File: config.mk
export PLATFORM = sky130hd
export DESIGN_NAME = clk_div_bank
export DESIGN_NICKNAME = d
export VERILOG_FILES = /design/src/rtl/clk_div_bank.sv
export SDC_FILE = /design/constraint.sdc
export NUM_CORES = 1
export LEC_CHECK = 0
export ABC_CLOCK_PERIOD_IN_PS = 4000
export CORE_MARGIN = 2
export CORE_UTILIZATION = 57
export CTS_BUF_LIST = sky130_fd_sc_hd__clkbuf_8 sky130_fd_sc_hd__clkbuf_16
export DETAILED_ROUTE_END_ITERATION = 6
export MAX_ROUTING_LAYER = met4
export PLACE_DENSITY = 0.87
export SYNTH_ARGS = -nofsm -noshare
export SYNTH_HDL_FRONTEND = slang
export SYNTH_SLANG_ARGS = --single-unit
export TNS_END_PERCENT = 1
File: constraint.sdc
create_clock -name CLK_IN1 -period 4 [get_ports CLK_IN1]
set_input_delay 0.6 -clock CLK_IN1 [delete_from_list [all_inputs] [get_ports CLK_IN1]]
set_output_delay 0.6 -clock CLK_IN1 [all_outputs]
set_load 0.02 [all_outputs]
File: src/rtl/clk_div_bank.sv
// clk_div_bank: bank of NUM_CH clock-enable generators running on a single clock.
// Each channel divides CLK_IN1 by its own runtime-programmable divisor and emits
// a one-cycle CE pulse at a programmable phase, plus a 50% TOGGLE strobe.
//
// Ports:
//   CLK_IN1    sole clock
//   RESET      asynchronous active-high reset
//   SYNC       synchronous realign: counters and toggles to 0, pending config applied
//   CFG_WE     config write strobe (accepted when idle and CFG_CH is in range)
//   CFG_CH     target channel of the write
//   CFG_DIV    new divisor (0 = channel off, 1 = CE always high)
//   CFG_PHASE  new phase, clamped to div-1
//   CFG_BUSY   a staged config is waiting for its channel to wrap
//   CE         per-channel one-cycle enable pulses
//   TOGGLE     per-channel square wave, flips with every CE
//   LOCKED     no SYNC or config apply for LOCK_CYCLES cycles
module clk_div_bank #(
  parameter int unsigned NUM_CH      = 2,
  parameter int unsigned CH_W        = 1,
  parameter int unsigned CNT_W       = 8,
  parameter int unsigned DIV_RESET   = 4,
  parameter int unsigned LOCK_CYCLES = 16
) (
  input  logic              CLK_IN1,
  input  logic              RESET,
  input  logic              SYNC,
  input  logic              CFG_WE,
  input  logic [CH_W-1:0]   CFG_CH,
  input  logic [CNT_W-1:0]  CFG_DIV,
  input  logic [CNT_W-1:0]  CFG_PHASE,
  output logic              CFG_BUSY,
  output logic [NUM_CH-1:0] CE,
  output logic [NUM_CH-1:0] TOGGLE,
  output logic              LOCKED
);

  localparam int unsigned      LockW    = $clog2(LOCK_CYCLES + 1);
  localparam logic [CH_W:0]    NumChVal = (CH_W + 1)'(NUM_CH);
  localparam logic [CNT_W-1:0] DivRst   = CNT_W'(DIV_RESET);
  localparam logic [LockW-1:0] LockMax  = LockW'(LOCK_CYCLES);

  logic [NUM_CH-1:0][CNT_W-1:0] cnt_q, div_q, phase_q;
  logic [NUM_CH-1:0]            ce_q, tog_q;
  logic                         busy_q;
  logic [CH_W-1:0]              stg_ch_q;
  logic [CNT_W-1:0]             stg_div_q, stg_phase_q;
  logic [LockW-1:0]             lock_q;

  logic [NUM_CH-1:0][CNT_W-1:0] div_m1, ph_eff;
  logic [NUM_CH-1:0]            wrap, hit, apply_ch, ce_d;
  logic                         apply_any, cfg_accept;

  always_comb begin
    div_m1   = '0;
    ph_eff   = '0;
    wrap     = '0;
    hit      = '0;
    apply_ch = '0;
    ce_d     = '0;
    for (int i = 0; i < NUM_CH; i++) begin
      div_m1[i]   = div_q[i] - CNT_W'(1);
      ph_eff[i]   = (phase_q[i] > div_m1[i]) ? div_m1[i] : phase_q[i];
      wrap[i]     = (div_q[i] != '0) && (cnt_q[i] == div_m1[i]);
      hit[i]      = busy_q && (stg_ch_q == CH_W'(i));
      // Apply only at the period seam so the running period is never cut short;
      // idle (div 0) channels have no seam, so apply at once.
      apply_ch[i] = hit[i] && ((div_q[i] == '0) || wrap[i]);
      ce_d[i]     = (div_q[i] != '0) && (cnt_q[i] == ph_eff[i]);
    end
  end

  assign apply_any  = |apply_ch;
  assign cfg_accept = CFG_WE && !busy_q && ({1'b0, CFG_CH} < NumChVal);

  always_ff @(posedge CLK_IN1 or posedge RESET) begin
    if (RESET) begin
      cnt_q       <= '0;
      div_q       <= {NUM_CH{DivRst}};
      phase_q     <= '0;
      ce_q        <= '0;
      tog_q       <= '0;
      busy_q      <= 1'b0;
      stg_ch_q    <= '0;
      stg_div_q   <= '0;
      stg_phase_q <= '0;
      lock_q      <= '0;
    end else if (SYNC) begin
      // Realign wins over everything, including a coincident CFG_WE.
      cnt_q  <= '0;
      ce_q   <= '0;
      tog_q  <= '0;
      busy_q <= 1'b0;
      lock_q <= '0;
      for (int i = 0; i < NUM_CH; i++) begin
        if (hit[i]) begin
          div_q[i]   <= stg_div_q;
          phase_q[i] <= stg_phase_q;
        end
      end
    end else begin
      for (int i = 0; i < NUM_CH; i++) begin
        // CE on the apply edge still follows the outgoing settings.
        ce_q[i] <= ce_d[i];
        if (ce_d[i]) begin
          tog_q[i] <= ~tog_q[i];
        end
        if (apply_ch[i]) begin
          cnt_q[i]   <= '0;
          div_q[i]   <= stg_div_q;
          phase_q[i] <= stg_phase_q;
        end else if (wrap[i] || (div_q[i] == '0)) begin
          cnt_q[i] <= '0;
        end else begin
          cnt_q[i] <= cnt_q[i] + CNT_W'(1);
        end
      end
      if (apply_any) begin
        busy_q <= 1'b0;
        lock_q <= '0;
      end else begin
        if (cfg_accept) begin
          busy_q      <= 1'b1;
          stg_ch_q    <= CFG_CH;
          stg_div_q   <= CFG_DIV;
          stg_phase_q <= CFG_PHASE;
        end
        if (lock_q != LockMax) begin
          lock_q <= lock_q + LockW'(1);
        end
      end
    end
  end

  assign CE       = ce_q;
  assign TOGGLE   = tog_q;
  assign CFG_BUSY = busy_q;
  assign LOCKED   = (lock_q == LockMax);

endmodule

==> results by group <==
Clock network
  • Max Root-Sink Buffers: 2
  • H-tree levels: 3
  • Num CTS Buffers: 9
  • Clock latency on the worst-skew pair: 0.35 ns
  • Clock Tree Root: clkbuf_8
  • Number of setup buffers added after CTS: 0
  • Clock-pin slew on the worst setup and hold paths: 0.08 ns
  • CTS tree: done
  • # clock sinks: 75

Yosys
  • Yosys warns: 0
  • Leading register cell type out of synthesis: dfrtp_1
  • Register bit count reported by yosys: 75
  • Post-synth ARST share: between 90% and 100%
  • Number of synthesized flops with an enable pin: 0
  • Cell Area, Synth: around 4400 um^2
  • Register area share after synthesis: between 40% and 50%
  • Syn_area_per_cell: roughly 11 um^2
  • Synth Net Count: roughly 450
  • Post-synth cell types: 58
  • Synthesized instance count: 402

Timing
  • Final Hold Vio Count: 0
  • Worst-Margin Slew: between 1 and 1.5 ns
  • Final period util: between 90 and 100%
  • Final WS setup: 0.318 ns
  • Slew margin rel.: 30.0%
  • FMAX: 0.272 GHz
  • Fin crit period: between 3 and 4 ns
  • Final slew viol count: 0
  • Final Skew: ~0.0086 ns
  • RSZ-0062 raised after global routing: false
  • TNS Setup: 0 ns
  • Finish-stage setup viols: 0

Worst setup path
  • Element type at the critical path start: register
  • Critical Path AT: a little under 4 ns
  • Critical path's largest stage delay: approximately 0.46 ns
  • Reg2reg end: TOGGLE[0]$_DFFE_PP0P_
  • Slowest cell on crit path: dfrtp_1
  • Critical path class: reg -> reg
  • Req. time, crit path: ~4.2 ns
  • CP Cell Sequence: nor3_1 > nor3b_1 > xnor2_1 > ha_1 > a211oi_1 > o21bai_1 > o22ai_4 > mux2i_1 > nor4_1 > nor4b_1 > mux2_2
  • CP Capture Type: register
  • R2r setup slk: 0.32 ns
  • R2R cell count: 11
  • RR Startpoint: div_q[0]$_DFFE_PP0P_
  • Crit-path max FO: 9

Placed design
  • DP HPWL: 6830 um
  • Final Wtd Congestion: ~0.97
  • Placed instance area: between 4000 and 5000 um^2
  • I/O Buffers: 26
  • Setup WS pre-CTS: around 0.23 ns

Floorplan
  • Io pins: 27
  • Initial Util: about 58%
  • Die width: slightly above 90 um
  • Die area: about 8500 um^2
  • Core footprint: between 7000 and 8000 um^2
  • Die Ht: approximately 92 um
  • # rows: 32

Cells and area
  • Syn-to-layout area delta: 12.6%
  • Post-route cell area: 4960 um^2
  • Fraction of layout cells with a size suffix above 1: between 15 and 20%
  • Core Util, Final: about 65%
  • Final #Nets: 475
  • Ant. Diodes: 0

Global routing
  • Largest net degree at the start of global routing: between 50 and 60
  • Vias in the first global route: between 3,000 and 4,000
  • Total grt overflow: 0
  • Initial antenna violation count: 0
  • Global-route wire length before repair: ~15,000 um
  • GR Util All Layers: between 20% and 30%

Drt
  • Pre-antenna DRT Iters: 7
  • Final ANT Viol Nets: 0
  • Post-Route WL: 9310 um
  • Via count: approximately 3,100
  • Vias per cell: 5.85
  • Initial drt markers: ~260
  • DRC: 0
  • Avg WL per Cell: between 15 and 20 um

Power
  • Pwr Total: 4.31 mW
  • Maximum vdd drop: between 0.4 and 0.5 mV
  • Pwr/cell area: between 800 and 900 nW/um^2
  • Leakage: 2.15 nW

Status
  • Status: finished clean

Job
  • Max Cap Violations: 0

Min path
  • Hold Crit Start: stg_phase_q[1]$_DFFE_PP0P_
  • Worst min-delay path class: reg -> reg
  • Worst hold path depth: 2
  • Worst Hold End: phase_q[9]$_DFFE_PP0P_
how the worst max path moves through the flow:
stage	from	endpoint	slack, ns	depth (start not counted)
after floorplan	div_q[8]$_DFFE_PP0P_	TOGGLE[1]$_DFFE_PP0P_	0.67	13
after global placement	div_q[8]$_DFFE_PP0P_	TOGGLE[1]$_DFFE_PP0P_	0.39	13
after detailed placement	div_q[8]$_DFFE_PP0P_	TOGGLE[1]$_DFFE_PP0P_	0.23	13
after CTS	div_q[8]$_DFFE_PP0P_	TOGGLE[1]$_DFFE_PP0P_	0.14	13
after global routing	div_q[0]$_DFFE_PP0P_	TOGGLE[0]$_DFFE_PP0P_	0.09	11
final	div_q[0]$_DFFE_PP0P_	TOGGLE[0]$_DFFE_PP0P_	0.32	11
per-stage QoR:
step	cells	hold WS (ns)
after CTS	537	0.542
after global placement	521	0.509
after detailed placement	521	0.530
after floorplan	402	0.462
final	537	0.534
after global routing	537	0.566
layout by cell type (no fill, tap or decap), types with 2 or more instances in the layout:
cell type         n
nor2_1           36
o211ai_1          4
o22ai_1           4
and3b_1           3
a211o_1           2
and3_1            5
nand3_1          15
or2_2             3
nor4_1            3
xnor2_1          27
nand4_1           6
o21ai_0          10
xnor3_1           5
clkbuf_8         10
nand2_1          16
clkdlybuf4s50_1  26
nor2b_1           4
xor2_1           19
inv_1            23
mux2_2           37
and2_1            3
mux2_4            4
a2111oi_0         3
ha_1             24
buf_4             6
nor3b_2           2
nand2b_1          2
nor3_1            4
a21oi_1          12
mux2i_1           9
dfstp_2           2
nor3b_1           4
dfrtp_1          73
clkinvlp_4        2
critical path, delay by kind of cell, from the launching register on:
| kind | cells | cell delay [ns] |
|---|---|---|
| XOR/XNOR | 1 | 0.26 |
| AND/OR/NAND/NOR | 4 | 1.29 |
| adder cells (fa/ha/maj) | 1 | 0.33 |
| flip-flops | 1 | 0.46 |
| multiplexers | 2 | 0.51 |
| AO/OA/AOI/OAI | 3 | 0.71 |
registers in the layout, indices dropped and copies added, names as in the netlist, 2 cells and up:
name,count
cnt_q,16
CE,2
stg_div_q,8
stg_phase_q,8
TOGGLE,2
div_q,16
lock_q,5
phase_q,16
routing by layer:
layer / GRT usage [%] / wire length, um / up-vias
met5: - / 0 / -
met4: 10.3 / 231 / 0
met3: 3.86 / 511 / 24
met2: 38.2 / 4480 / 122
met1: 31.6 / 4090 / 1527
li1: - / - / 1467
cell usage after synthesis (2+ instances only):
cell type / number / share of area [%]
inv_1: 22 / 1.9
or2_2: 3 / 0.43
a21oi_1: 12 / 1.4
nand2_1: 16 / 1.4
xnor3_1: 5 / 2.6
and3_1: 5 / 0.71
nor3_1: 4 / 0.45
nor3b_1: 6 / 1.0
mux2_4: 4 / 1.4
o22ai_1: 4 / 0.57
dfrtp_1: 73 / 41
xnor2_1: 27 / 5.4
dfstp_2: 2 / 1.2
nand3_1: 15 / 1.7
nor2_1: 36 / 3.1
nand2b_1: 2 / 0.28
buf_6: 2 / 0.51
o21ai_0: 10 / 1.1
a2111oi_0: 3 / 0.60
nor2b_1: 4 / 0.57
nand4_1: 6 / 0.85
a211o_1: 2 / 0.40
mux2_2: 37 / 9.5
mux2i_1: 9 / 2.0
nor4_1: 3 / 0.43
and3b_1: 3 / 0.60
o211ai_1: 4 / 0.68
clkbuf_1: 9 / 0.77
ha_1: 24 / 6.8
xor2_1: 19 / 3.8
buf_2: 2 / 0.23
and2_1: 3 / 0.43
repair_timing:
action                                 4_1_cts  5_1_grt
hold buffers                                 0        0
setup endpoints to repair                    0        2
resized for setup                            0        2
endpoints found under the hold margin        0        0
where the power goes:
group	total (mW)	internal [mW]	switching, mW
Clock	0.581	0.300	0.282
Combinational	2.27	1.17	1.10
Sequential	1.46	1.07	0.395
Total	4.31	2.54	1.78
logic make-up (layout without fill, tap and decap cells):
logic type,after synthesis,in the layout,synth area share (%)
buf+inv,37,70,3.89
flops,75,75,42.6
compound gates,49,49,7.50
mux,50,50,12.9
fa+ha+maj,24,24,6.81
simple gates,115,115,14.1
xor+xnor,52,52,12.2
layout make-up:
cell class,count,area [um^2]
well taps,102,128
clock buffers,10,138
repair buffers,32,305
fillers,579,2640
flip-flops and latches,75,1880
multi-input cells,290,2370
inverters,22,82.6
clock inverters,6,57.6
Note: power is estimated with default switching activity, not from simulation.
